===== src/rtl/input_conditioner.sv =====
// input_conditioner
//   Conditions board pushbuttons / slide switches into clean single-clock events.
//   Each channel has its own synchroniser, debounce filter, press/release pulse
//   generator, hold counter and optional auto-repeat strobe. No state is shared
//   between channels.
//
// Ports
//   clock      in   1       system clock
//   reset_n    in   1       asynchronous reset, active-low
//   raw_in     in   NUM_CH  asynchronous pin levels
//   level      out  NUM_CH  debounced state, 1 = asserted (polarity applied)
//   press      out  NUM_CH  one-cycle pulse on level 0->1
//   release_p  out  NUM_CH  one-cycle pulse on level 1->0 ("release" is a
//                           reserved word, hence the suffix)
//   strobe     out  NUM_CH  press pulse plus auto-repeat pulses
//   held_long  out  NUM_CH  1 while level=1 and hold time >= REPEAT_DELAY
module input_conditioner #(
   parameter int unsigned NUM_CH          = 4,
   parameter int unsigned ACTIVE_LOW      = 1,
   parameter int unsigned SYNC_STAGES     = 2,
   parameter int unsigned DEBOUNCE_CYCLES = 500000,
   parameter int unsigned REPEAT_EN       = 0,
   parameter int unsigned REPEAT_DELAY    = 25000000,
   parameter int unsigned REPEAT_PERIOD   = 5000000
) (
   input  logic              clock,
   input  logic              reset_n,
   input  logic [NUM_CH-1:0] raw_in,
   output logic [NUM_CH-1:0] level,
   output logic [NUM_CH-1:0] press,
   output logic [NUM_CH-1:0] release_p,
   output logic [NUM_CH-1:0] strobe,
   output logic [NUM_CH-1:0] held_long
);

   localparam int unsigned DB_W     = $clog2(DEBOUNCE_CYCLES + 1);
   localparam int unsigned HOLD_MAX = REPEAT_DELAY + REPEAT_PERIOD - 1;
   localparam int unsigned HOLD_W   = $clog2(HOLD_MAX + 1);

   localparam logic              IDLE_PIN   = (ACTIVE_LOW != 0);
   localparam logic              REP_ON     = (REPEAT_EN != 0);
   localparam logic [DB_W-1:0]   DB_LAST    = DB_W'(DEBOUNCE_CYCLES - 1);
   localparam logic [HOLD_W-1:0] HOLD_DELAY = HOLD_W'(REPEAT_DELAY);
   localparam logic [HOLD_W-1:0] HOLD_SAT   = HOLD_W'(HOLD_MAX);

   for (genvar i = 0; i < NUM_CH; i++) begin : g_ch
      logic [SYNC_STAGES-1:0] sync_q, sync_d;
      logic [DB_W-1:0]        db_q, db_d;
      logic [HOLD_W-1:0]      hold_q, hold_d;
      logic level_q, level_d;
      logic press_q, press_d;
      logic rel_q, rel_d;
      logic strobe_q, strobe_d;
      logic held_q, held_d;
      logic s, flip;

      always_comb begin
         sync_d = {sync_q[SYNC_STAGES-2:0], raw_in[i]};
         // polarity-corrected synchronised input: 1 = asserted
         s      = sync_q[SYNC_STAGES-1] ^ IDLE_PIN;

         db_d = '0;
         flip = 1'b0;
         if (s != level_q) begin
            if (db_q == DB_LAST) begin
               flip = 1'b1;
            end else begin
               db_d = db_q + 1'b1;
            end
         end

         level_d = level_q ^ flip;
         press_d = flip & ~level_q;
         rel_d   = flip & level_q;

         // Hold counter runs only while level stays 1; after reaching the last
         // count of a repeat period it jumps back to REPEAT_DELAY so every
         // later period re-hits the same strobe count.
         hold_d = '0;
         if (level_q && !rel_d) begin
            if (hold_q == HOLD_SAT) begin
               hold_d = HOLD_DELAY;
            end else begin
               hold_d = hold_q + 1'b1;
            end
         end

         strobe_d = press_d | (REP_ON & level_q & ~rel_d & (hold_d == HOLD_DELAY));
         held_d   = level_d & (hold_d >= HOLD_DELAY);
      end

      always_ff @(posedge clock or negedge reset_n) begin
         if (!reset_n) begin
            sync_q   <= {SYNC_STAGES{IDLE_PIN}};
            db_q     <= '0;
            hold_q   <= '0;
            level_q  <= 1'b0;
            press_q  <= 1'b0;
            rel_q    <= 1'b0;
            strobe_q <= 1'b0;
            held_q   <= 1'b0;
         end else begin
            sync_q   <= sync_d;
            db_q     <= db_d;
            hold_q   <= hold_d;
            level_q  <= level_d;
            press_q  <= press_d;
            rel_q    <= rel_d;
            strobe_q <= strobe_d;
            held_q   <= held_d;
         end
      end

      assign level[i]     = level_q;
      assign press[i]     = press_q;
      assign release_p[i] = rel_q;
      assign strobe[i]    = strobe_q;
      assign held_long[i] = held_q;
   end

endmodule

===== config.mk =====
export PLATFORM = sky130hd
export DESIGN_NAME = input_conditioner
export DESIGN_NICKNAME = d
export VERILOG_FILES = /design/src/rtl/input_conditioner.sv
export SDC_FILE = /design/constraint.sdc
export NUM_CORES = 1
export LEC_CHECK = 0
export BUFFER_PORTS_ARGS = -buffer_cell sky130_fd_sc_hd__buf_2
export CAP_MARGIN = 30
export CELL_PAD_IN_SITES_DETAIL_PLACEMENT = 0
export CELL_PAD_IN_SITES_GLOBAL_PLACEMENT = 1
export CORE_MARGIN = 4
export CORE_UTILIZATION = 50
export CTS_BUF_LIST = sky130_fd_sc_hd__clkbuf_4 sky130_fd_sc_hd__clkbuf_8 sky130_fd_sc_hd__clkbuf_16
export DETAILED_ROUTE_END_ITERATION = 10
export PLACE_DENSITY = 0.89
export SYNTH_ARGS = -nofsm -noshare
export SYNTH_HDL_FRONTEND = slang
export SYNTH_SLANG_ARGS = --single-unit

===== constraint.sdc =====
create_clock -name clock -period 3.6 [get_ports clock]
set_clock_uncertainty 0.1 [all_clocks]
set_input_delay 0.72 -clock clock [delete_from_list [all_inputs] [get_ports clock]]
set_output_delay 0.72 -clock clock [all_outputs]
set_load 0.05 [all_outputs]

* Word-level counts from Yosys, hierarchy flattened
Index checks and enable logic that the tools add are counted. Widths: inputs -> output; s select.
Operators by class: equality and inequality tests 12, $lt $le $gt $ge 4, add/sub/neg operators 8, bitwise gates (word level) 24, divide/modulo/power cells 0, shift-type cells 0, reductions and logical operators 8, multipliers 0, muxes and demuxes 24
Operators by type and width (count):
- $mux 25 | 8
- $mux 19 | 8
- $add 25x1->25 const B | 4
- $eq 25x25->1 const B | 4
- $ge 25x25->1 const B | 4
- $add 19x1->19 const B | 4
- $eq 19x19->1 const B | 4
- $and 1x1->1 | 12
- $mux 1 | 8
- $not 1->1 | 8
- $logic_and 1x1->1 | 4
- $logic_not 1->1 | 4
- $ne 1x1->1 | 4
- $xor 1x1->1 | 4
Word-level totals: bits in writable memories 0, memory bits (read-only) 0, register bits 200, memories kept 0, latch bits 0, input port bits 6, logic and storage cells 108

* Longest topological paths before layout
Gate-level depths: netlist of run 1.
depth after elaboration 9, gate-level depth with buffers 12, mapped depth without buffers 12

* Least setup slack after synthesis of run 1
Ideal clock, no wire load.
path kind register -> register, from reg g_ch[1].db_q[0], to reg g_ch[1].held_q, data required time 3413 ps, setup time 87 ps, period minus slack after synthesis 2624 ps, data arrival time 2437 ps, buffers on the path 0, setup slack 976 ps, stages on the path, launching flop included 13, cell sequence dfrtp_1 > ha_1 > nand3_1 > nor2_1 > nand3_1 > or3_1 > nand2b_1 > ha_1 > o41ai_1 > or2_2 > and4b_1 > o211ai_1 > a211oi_2
On the way: longest elaborated chain between the ends 9, elaborated cells between the ends (all ways) 10, those cells by class order compare (1); eq/ne (1); mux (3); bitwise (3); reduce/logical (2)
Ends and longest elaborated chain:
- from (decl) | line 48 | logic [DB_W-1:0] db_q, db_d;
- from (signal assigned) | line 95 | db_q <= '0;
- from (signal assigned) | line 104 | db_q <= db_d;
- $eq 19x19->1 (*) | line 65 | if (db_q == DB_LAST) begin
- $mux 1 (*) | line 65
- $mux 1 (*) | line 64 | if (s != level_q) begin
- $and 1x1->1 | line 74 | rel_d = flip & level_q;
- $logic_not 1->1 | line 80 | if (level_q && !rel_d) begin
- $logic_and 1x1->1 | line 80
- $mux 25 | line 80
- $ge 25x25->1 | line 89 | held_d = level_d & (hold_d >= HOLD_DELAY);
- $and 1x1->1 (*) | line 89
- net g_ch[1].held_d | line 54 | logic held_q, held_d;
- to (signal assigned) | line 110 | held_q <= held_d;
- to (decl) | line 54
Mark *: on every way through the listed nets, which the timed path passes. The rest lies on a longest branch.

* Final worst setup path of run 1
from reg g_ch[3].db_q[0], to reg g_ch[3].held_q
On the way: longest elaborated chain between the ends 9, elaborated cells between the ends (all ways) 10, those cells by class order compare (1); eq/ne (1); mux (3); bitwise (3); reduce/logical (2)
Ends and longest elaborated chain (line):
- from (decl) | 48
- from (signal assigned) | 95
- from (signal assigned) | 104
- $eq 19x19->1 (*) | 65
- $mux 1 (*) | 65
- $mux 1 (*) | 64
- $and 1x1->1 | 74
- $logic_not 1->1 | 80
- $logic_and 1x1->1 | 80
- $mux 25 | 80
- $ge 25x25->1 | 89
- $and 1x1->1 (*) | 89
- net g_ch[3].held_d | 54
- to (signal assigned) | 110
- to (decl) | 54
Marks and branches as above.

==> summary.md, run 1 <==
| Metric | Value |
|---|---|
| Setup crit end kind | register |
| Post-synthesis sequential area ratio | 47.9% |
| Static Leak | 4.77 nW |
| Unrepaired setup endpoints after global routing | false |
| CTS H-tree lvls | 4 |
| Initial DRC count | 393 |
| Max Root-Sink Buffers | 2 |
| Die area | 0.0233 mm² |
| Setup crit start kind | register |
| Max_slew headroom | 39.1% |
| Synth area leader | dfrtp_1 |
| Adder-Cell Fraction of Synth Area | 2.39% |
| Pin count of the biggest net entering global routing | 76 |
| Area contributors post-synth | dfrtp_1, xor2_1, xnor2_1 |
| Row Count | 52 |
| HPWL Detailed | 13700 µm |
| Combinational share of power | 1.9% |
| Fin area | 0.0113 mm² |
| Crit path time final | 3.02 ns |
| Setup Fix Bufs, Post-CTS | 0 |
| Ys flop type | dfrtp_1 |
| Detail Route Antenna Nets | 0 |
| Number of global-route vias before repair | 7469 |
| Final WL | 20000 µm |
| Area growth syn-to-layout | 7.93% |
| PD cells | 381 mW/mm² |
| Synth Register Bits | 200 |
| Synth Area in XOR/XNOR | 13.7% |
| Final hold viol count | 0 |
| Post-Syn Instances | 1092 |
| Count of cell types in the netlist | 65 |
| Total track usage | 17.9% |
| FF-to-FF path depth | 11 |
| Final Wtd Congestion | 0.835 |
| Drt pass-1 iters | 6 |
| Avg Synthesized Cell Area | 9.59 µm² |
| Largest family of logic cells by synthesized area | simple AND/OR/NAND/NOR gates |
| First-pass GRT wire length | 35700 µm |
| Clk slew on worst S/H paths | 0.08 ns |
| Critical path peak fanout | 17 |
| Tightest Hold Check Type | primary input to async pin |
| Post-CTS sizing | 0 |
| Die width | 153 µm |
| Cell-internal power | 3.33 mW |
| Yosys warning count | 0 |
| Arrival time worst endpoint | 3.24 ns |
| Worst R2R Start | g_ch[3].db_q[0] |
| Peak Freq | 331 MHz |
| Initial antenna violation count | 0 |
| R2r setup slk | 0.58 ns |
| Sink Count | 200 |
| CTS Hold Bufs | 0 |
| Reg power frac | 52.8% |
| N_diodes | 0 |
| Initial core utilization | 51.3% |
| Buffers on Ports | 25 |
| Tcrit/Tclk final | 83.9% |
| Worst skew pair latency | 0.44 ns |
| DRC Markers | 0 |
| Die height | 153 µm |
| Sw frac | 22.8% |
| Clock power share | 45.2% |
| Vias | 7470 |
| Max_cap viols | 0 |
| Core region area | 0.0204 mm² |
| Cell Area, Synth | 0.0105 mm² |
| Gr ovfl total | 0 |
| Synth top area share | 45.9% |
| Post-synthesis compound-gate area fraction | 5.86% |
| Final setup TNS | 0 ns |
| Sw power | 0.985 mW |
| CP Class | register to register |
| Status | finished, final reports clean |
| Final net count | 1112 |
| WL/cell | 14.6 µm |
| Slew @ Worst Pin | 0.903 ns |
| Final Setup Violations | 0 |
| DP Area | 0.0107 mm² |
| Post-synthesis mux area share | 0.406% |
| Slew Limit Fails | 0 |
| Num CTS Buffers | 17 |
| Peak supply drop | 240 µV |
| Synth Area in Simple Gates | 25.5% |
| FFs w/ async S/R, synth | 100% |
| CTS tree | built |
| Syn Nets | 1118 |
| Io pins | 26 |
| Vias per inst | 5.46 |
| Worst path required time | 3.82 ns |
| Layout cells sized above 1 | 8.64% |
| CTS root buf | clkbuf_16 |
| Number of flops mapped to enable cells by yosys | 0 |
| Critical R2R Capture | g_ch[3].held_q |
-- how the worst max path moves through the flow --
| stage | startpoint | to | slack (ns) | depth (start not counted) |
|---|---|---|---|---|
| 2_1_floorplan | g_ch[1].db_q[0] | g_ch[1].held_q | 0.98 | 12 |
| 3_3_place_gp | g_ch[0].db_q[0] | g_ch[0].held_q | 0.62 | 11 |
| 3_5_place_dp | g_ch[3].db_q[0] | g_ch[3].held_q | 0.61 | 11 |
| 4_1_cts | g_ch[3].db_q[0] | g_ch[3].held_q | 0.57 | 11 |
| 5_1_grt | g_ch[0].db_q[0] | g_ch[0].held_q | 0.26 | 11 |
| 6_report | g_ch[3].db_q[0] | g_ch[3].held_q | 0.58 | 11 |
-- worst max-delay path, cell delays in order, from the launching register on --
cell	delay, ns
dfrtp_1	0.40
ha_1	0.20
nand3_1	0.15
nor2_1	0.15
nand3_1	0.08
or3_1	0.43
nand2b_1	0.19
ha_1	0.38
nand2_1	0.38
o22ai_1	0.16
o211ai_1	0.18
a211oi_1	0.09
-- layout make-up --
| class | count | area, µm² |
|---|---|---|
| clock buffers | 17 | 425 |
| clock inverters | 15 | 173 |
| fillers | 1809 | 9120 |
| inverters | 34 | 128 |
| multi-input cells | 800 | 5020 |
| flip-flops and latches | 200 | 5010 |
| well taps | 270 | 338 |
| repair buffers | 33 | 206 |
-- power by group through the flow --
stage          clock network [mW]  logic, mW  registers, mW
4_1_cts                      1.99     0.0891           2.28
6_report                     1.95     0.0840           2.28
5_1_grt                      2.09      0.102           2.28
3_5_place_dp                    0     0.0892           2.32
2_1_floorplan                   0     0.0278           2.32
3_3_place_gp                    0     0.0887           2.32
-- Yosys cell counts (24+ instances only) --
cell type	count
nand4_1	26
nand2_1	85
clkbuf_1	27
xnor2_1	76
and3_1	37
inv_1	32
nor2_1	171
nor3_1	24
dfrtp_1	192
xor2_1	88
nand3_1	76
-- cells in the final DEF, fill, tap and decap left out, drive strengths merged, types with 9 or more instances in the layout --
cell    instances
nand3          77
a21oi          17
nor2          171
and3           37
buf            32
dfrtp         192
inv            36
nand2          85
clkbuf         18
and4           14
clkinv          9
and2           19
or3            17
xnor2          76
xor2           88
ha             20
nor4           12
nand4          26
nor3           24
a21boi         14
nor4b          15
-- per-stage QoR --
stage                     cells  util, %  hold WS, ns  total power, mW  setup WS [ns]
after floorplan            1092        -        0.245             2.35          0.976
after global placement     1336     52.4        0.246             2.41          0.615
after detailed placement   1337     52.4        0.249             2.41          0.614
after CTS                  1369     55.3        0.201             4.36          0.571
after global routing       1369     55.3        0.233             4.48          0.255
final                      1369     55.3        0.177             4.31          0.581
-- routing by layer --
metal,global-route usage (%),share of wire (%)
met3,3.52,2.8
met2,28.7,47
met1,25.5,49
met5,0,0
met4,3.90,1.1
-- logic make-up after synthesis --
group           count (synthesis)
compound gates                 84
xor+xnor                      164
fa+ha+maj                      20
buf+inv                        92
flops                         200
mux                             4
simple gates                  528
-- state kept, by name, summed over array words and instances, names as in the netlist --
name	count
g_ch.rel_q	4
g_ch.held_q	4
g_ch.hold_q	100
g_ch.level_q	4
g_ch.sync_q	8
g_ch.db_q	76
g_ch.strobe_q	4
Power figures use the tool's default switching activity.
==> inputs of run 2 (changes only) <==
--- a/config.mk
+++ b/config.mk
@@ -10,10 +10,10 @@
 export CELL_PAD_IN_SITES_DETAIL_PLACEMENT = 0
 export CELL_PAD_IN_SITES_GLOBAL_PLACEMENT = 1
 export CORE_MARGIN = 4
-export CORE_UTILIZATION = 50
+export CORE_UTILIZATION = 45
 export CTS_BUF_LIST = sky130_fd_sc_hd__clkbuf_4 sky130_fd_sc_hd__clkbuf_8 sky130_fd_sc_hd__clkbuf_16
 export DETAILED_ROUTE_END_ITERATION = 10
-export PLACE_DENSITY = 0.89
+export PLACE_DENSITY = 0.85
 export SYNTH_ARGS = -nofsm -noshare
 export SYNTH_HDL_FRONTEND = slang
 export SYNTH_SLANG_ARGS = --single-unit
==> constraint.sdc (replaced) <==
create_clock -name clock -period 2.6 [get_ports clock]
set_clock_uncertainty 0.1 [all_clocks]
set_input_delay 0.52 -clock clock [delete_from_list [all_inputs] [get_ports clock]]
set_output_delay 0.52 -clock clock [all_outputs]
set_load 0.05 [all_outputs]
==> run 2 against run 1 <==
  * Combinational power up 90%
  * Utilization hardly changed
  * Power grew 40%
  * Worst setup slack got worse by 0.51 ns
  * Routed wire length up 13%
  * First-iteration DRC count grew 29%
  * Clock power grew 39%
  * Global-route usage decreased by 0.21 points
  * Clock-buffer cell count rose by 1
  * Via count grew 6.7%
  * Critical path type unchanged
  * Critical endpoint is now g_ch[1].held_q
==> summary.md, run 2 (same netlist as run 1, synthesis figures left out) <==
| Metric | Value |
|---|---|
| Initial DRC count | 506 |
| HPWL Detailed | 15900 µm |
| GRT met3 Usage | 3.28% |
| Biggest regs | g_ch.hold_q: 100 flops, g_ch.db_q: 76 flops, g_ch.sync_q: 8 flops |
| Commonest non-fill, non-tap cell in the layout | dfrtp_1 |
| Core region area | 0.0228 mm² |
| CTS root buf | clkbuf_16 |
| N_diodes | 0 |
| Detail Route Antenna Nets | 0 |
| CTS H-tree lvls | 4 |
| Reg with most FFs | g_ch.hold_q |
| Row Count | 55 |
| Die width | 161 µm |
| Cell count after placement | 1493 |
| Area growth syn-to-layout | 20.3% |
| Hold Path Sink | g_ch[0].sync_q[0] |
| DP Area | 0.0117 mm² |
| Peak Freq | 395 MHz |
| Layout cells sized above 1 | 21.1% |
| Most frequent cells in the layout | dfrtp_1, nor2_1, buf_4 |
| Die area | 0.0258 mm² |
| Tcrit/Tclk final | 97.3% |
| Initial core utilization | 46.0% |
| R2r setup slk | 0.07 ns |
| Arrival time worst endpoint | 2.78 ns |
| Initial antenna violation count | 0 |
| Vias per inst | 5.20 |
| Vias | 7973 |
| Final WL | 22600 µm |
| Final setup TNS | 0 ns |
| Worst path required time | 2.85 ns |
| Number of global-route vias before repair | 8076 |
| Non-filler cells in the finished layout | 1533 |
| FF-to-FF path depth | 8 |
| Max_cap viols | 0 |
| Critical path peak fanout | 5 |
| Peak supply drop | 266 µV |
| Final Wtd Congestion | 0.897 |
| Clk slew on worst S/H paths | 0.08 ns |
| Setup crit start kind | register |
| Crit path time final | 2.53 ns |
| Die height | 161 µm |
| Setup crit end kind | register |
| Critical R2R Capture | g_ch[1].held_q |
| Slew Limit Fails | 0 |
| Sink Count | 200 |
| Total track usage | 17.7% |
| Worst skew pair latency | 0.44 ns |
| Status | finished, final reports clean |
| Routing usage on met1 | 24.0% |
| Final Setup Violations | 0 |
| Drt pass-1 iters | 5 |
| Unrepaired setup endpoints after global routing | true |
| Pin count of the biggest net entering global routing | 54 |
| Number of flip-flops in the largest register | 100 |
| First-pass GRT wire length | 38300 µm |
| Max Root-Sink Buffers | 2 |
| Worst R2R Start | g_ch[1].hold_q[10] |
| CTS tree | built |
| Buffers on Ports | 25 |
| Final net count | 1233 |
| Max_slew headroom | 58.4% |
| Fill count | 1954 |
| Fin area | 0.0126 mm² |
| GRT busiest layer | met2 |
| WL/cell | 14.8 µm |
| Post-layout util | 55.3% |
| Met2 usage | 29.3% |
| Static Leak | 5.48 nW |
| Gr ovfl total | 0 |
| Final hold viol count | 0 |
| Num CTS Buffers | 17 |
| DRC Markers | 0 |
| WHS Path Cells | 1 |
| Slew @ Worst Pin | 0.623 ns |
| PD cells | 479 mW/mm² |
| CP Class | register to register |
| Tightest Hold Check Type | primary input to register |
| Io pins | 26 |
| Hold path start | raw_in[0] |
run 2: worst max-delay path by stage:
stage / startpoint / endpoint / depth (start not counted)
floorplan: g_ch[0].db_q[0] / g_ch[0].held_q / 12
global placement: g_ch[1].hold_q[10] / g_ch[1].held_q / 6
detailed placement: g_ch[0].db_q[7] / g_ch[0].held_q / 11
CTS: g_ch[1].db_q[0] / g_ch[1].held_q / 12
global route: g_ch[1].db_q[1] / g_ch[1].held_q / 12
finish: g_ch[1].hold_q[10] / g_ch[1].held_q / 8
run 2: what timing repair did:
action / 4_1_cts / 5_1_grt
hold buffers: 1 / 0
pin swaps: 6 / 19
gates resized for setup: 21 / 34
endpoints found under the hold margin: 39 / 0
buffers inserted: 2 / 5
gates cloned: 0 / 0
setup endpoints to repair: 3 / 4
run 2: final cells by class:
class / instances / area (µm²) / share of cell area, %
Clock buffer: 18 / 439 / 3.48
Clock inverter: 14 / 160 / 1.27
Inverter: 34 / 128 / 1.01
Multi-Input combinational cell: 800 / 5330 / 42.3
Sequential cell: 200 / 5020 / 39.8
Tap cell: 313 / 392 / 3.11
Timing Repair Buffer: 154 / 1140 / 9.06
run 2: critical path: stages, from the launching register on:
cell and delay (ns):
dfrtp_2 0.48, nor4b_4 0.32, nand3_2 0.17, or4_4 0.61, buf_4 0.18, nand2_1 0.06
and4b_1 0.17, o211ai_1 0.11, a211oi_2 0.25
run 2: stage by stage:
step / hold slack, ns / setup WS [ns] / power, mW
after floorplan: 0.124 / 0.0255 / 3.25
after global placement: 0.246 / -0.0223 / 3.36
after detailed placement: 0.249 / -0.173 / 3.36
after CTS: 0.0585 / 0.00730 / 6.09
after global routing: 0.0532 / -0.0753 / 6.24
final: 0.0750 / 0.0700 / 6.04
run 2: where the power goes:
part / total [mW] / internal, mW / leakage [nW] / switching (mW)
combinational: 0.160 / 0.0547 / 2.43 / 0.105
sequential: 3.15 / 3.13 / 2.76 / 0.0186
clock: 2.72 / 1.47 / 0.292 / 1.25
total: 6.04 / 4.66 / 5.48 / 1.38
run 2: per-layer routing:
metal / share of wire (%) / wire length (µm)
met4: 1.6 / 369
met3: 3.7 / 827
met5: 0 / 0
met1: 47 / 10500
met2: 48 / 10900
==> inputs of run 3 (changes only) <==
--- a/config.mk
+++ b/config.mk
@@ -5,14 +5,14 @@
 export SDC_FILE = /design/constraint.sdc
 export NUM_CORES = 1
 export LEC_CHECK = 0
-export BUFFER_PORTS_ARGS = -buffer_cell sky130_fd_sc_hd__buf_2
-export CAP_MARGIN = 30
+export CAP_MARGIN = 5
 export CELL_PAD_IN_SITES_DETAIL_PLACEMENT = 0
 export CELL_PAD_IN_SITES_GLOBAL_PLACEMENT = 1
 export CORE_MARGIN = 4
-export CORE_UTILIZATION = 45
+export CORE_UTILIZATION = 46
 export CTS_BUF_LIST = sky130_fd_sc_hd__clkbuf_4 sky130_fd_sc_hd__clkbuf_8 sky130_fd_sc_hd__clkbuf_16
 export DETAILED_ROUTE_END_ITERATION = 10
+export DONT_BUFFER_PORTS = 1
 export PLACE_DENSITY = 0.85
 export SYNTH_ARGS = -nofsm -noshare
 export SYNTH_HDL_FRONTEND = slang
==> run 3 against run 2 <==
  * The run now ends with negative hold slack left
  * Worst setup slack better by 0.0052 ns
  * Combinational power down 47%
  * Clock-buffer cell count unchanged
  * Global-route usage down 0.31 points
  * Non-clock buffer count down 23
  * Sequential power about the same
  * Sequential share of layout area up 0.80 points
  * Largest power group unchanged
  * Maximum frequency up 0.20%
  * First-iteration DRC count up 19%
  * Power down 3.4%
  * Register-to-register slack about the same
  * Critical path depth up 4
==> summary.md, run 3 (same netlist as run 1, synthesis figures left out) <==
| Metric | Value |
|---|---|
| Final WL | 21600 µm |
| First-pass GRT wire length | 37500 µm |
| Core region area | 0.0221 mm² |
| Max_slew headroom | 41.1% |
| Worst skew pair latency | 0.44 ns |
| Final Setup Violations | 0 |
| Die height | 159 µm |
| Buffers on Ports | 0 |
| WL/cell | 14.6 µm |
| Layout cells sized above 1 | 19.5% |
| Setup crit start kind | register |
| Sink Count | 200 |
| Area growth syn-to-layout | 18.0% |
| Critical path peak fanout | 3 |
| Failing checks | negative hold slack |
| Biggest regs | g_ch.hold_q: 100 flops, g_ch.db_q: 76 flops, g_ch.sync_q: 8 flops |
| Final hold viol count | 192 |
| Setup crit end kind | register |
| CTS root buf | clkbuf_16 |
| Initial DRC count | 603 |
| Detail Route Antenna Nets | 0 |
| Peak supply drop | 414 µV |
| Crit path time final | 2.52 ns |
| Max_cap viols | 0 |
| Worst path required time | 2.81 ns |
| Final net count | 1210 |
| Initial core utilization | 47.4% |
| CTS Hold Bufs | 4 |
| Pin count of the biggest net entering global routing | 201 |
| Initial antenna violation count | 0 |
| Status | finished with violations |
| Most frequent cells in the layout | dfrtp_1, nor2_1, buf_4 |
| Vias | 7889 |
| Slack of the critical path | 0.0752 ns |
| Non-filler cells in the finished layout | 1477 |
| Tcrit/Tclk final | 97.1% |
| Vias per inst | 5.34 |
| Peak Freq | 396 MHz |
| Number of flip-flops in the largest register | 100 |
| Num CTS Buffers | 17 |
| Total track usage | 17.4% |
| Io pins | 26 |
| Max Root-Sink Buffers | 2 |
| Cell count after placement | 1424 |
| DRC Markers | 0 |
| CTS tree | built |
| Gr ovfl total | 0 |
| Setup crit start | g_ch[2].db_q[0] |
| Clk slew on worst S/H paths | 0.08 ns |
| Die area | 0.0253 mm² |
| Minimum hold slack | -0.332 ns |
| Drt pass-1 iters | 5 |
| Die width | 159 µm |
| Static Leak | 5.34 nW |
| N_diodes | 0 |
| Arrival time worst endpoint | 2.73 ns |
| Power, Total | 5.83 mW |
| Slew @ Worst Pin | 0.885 ns |
| Unrepaired setup endpoints after global routing | true |
| Reg with most FFs | g_ch.hold_q |
| HPWL Detailed | 14600 µm |
| CTS H-tree lvls | 4 |
| Commonest non-fill, non-tap cell in the layout | dfrtp_1 |
| PD cells | 472 mW/mm² |
| Number of global-route vias before repair | 7801 |
| Tightest Hold Check Type | primary input to async pin |
| CP Class | register to register |
| Post-layout util | 55.9% |
| Slew Limit Fails | 0 |
| Row Count | 54 |
| Worst R2R Start | g_ch[2].db_q[0] |
| Place WS | -0.0525 ns |
| Final Wtd Congestion | 0.866 |
## run 3: changes by cell type in the layout (fill, tap and decap cells not counted), moves of 3 or more
cell and change:
ha_2 +4, ha_4 -3, dlygate4sd3_1 +3, buf_2 -24, buf_12 -3, nor4b_1 +3, inv_6 -4
## run 3: metrics by stage
stage               instance area (µm²)  TNS [ns]
detailed placement                11400   -0.0802
floorplan                         10500         0
finish                            12400         0
CTS                               12000         0
global placement                  11400   -0.0288
global route                      12400   -0.0687
## run 3: final timing paths
check | endpoint | slack [ns] | cells after the start
worst max-delay path | g_ch[2].held_q | 0.08 | 12
worst min-delay path | g_ch[1].hold_q[20] | -0.33 | 0
worst max register to register | g_ch[2].held_q | 0.08 | 12
worst min register to register | g_ch[2].sync_q[1] | 0.26 | 0
max in group asynchronous | g_ch[2].sync_q[0] | 2.37 | 0
min in group clock | g_ch[2].sync_q[1] | 0.26 | 0
## run 3: cell type report
class,instances,area [µm²]
fill,1938,9740
multi-input combinational,800,5280
sequential,200,5020
timing repair buffer,131,1000
clock buffer,18,433
tap,280,350
clock inverter,14,145
inverter,34,131
## run 3: worst max-delay path: stages (launching register included)
cell,delay [ns]
dfrtp_1,0.36
ha_2,0.20
nand3_2,0.10
nor2_2,0.12
nand3_1,0.08
or3_4,0.34
nand2b_1,0.17
ha_2,0.19
a21oi_2,0.14
nor3_1,0.05
a311o_1,0.33
a21oi_2,0.14
a2111oi_2,0.07
## run 3: power breakdown
part	internal, mW	switching, mW	leakage (nW)
combinational	0.0418	0.0434	2.30
sequential	3.14	0.0159	2.76
clock	1.36	1.23	0.282
## run 3: metal layers
| metal | vias to the layer above | part of all wire [%] | track usage [%] |
|---|---|---|---|
| met5 | - | 0 | 0 |
| met4 | 0 | 1.1 | 4.69 |
| met3 | 23 | 3.6 | 3.03 |
| met2 | 136 | 47 | 27.8 |
| met1 | 3824 | 48 | 24.8 |
| li1 | 3906 | - | - |
## run 3: repair_timing
item / in CTS / in global routing
pin swaps: 4 / 16
hold endpoints to repair: 204 / 200
gates resized for setup: 10 / 43
buffers inserted: 3 / 14
endpoints found under the setup margin: 4 / 5
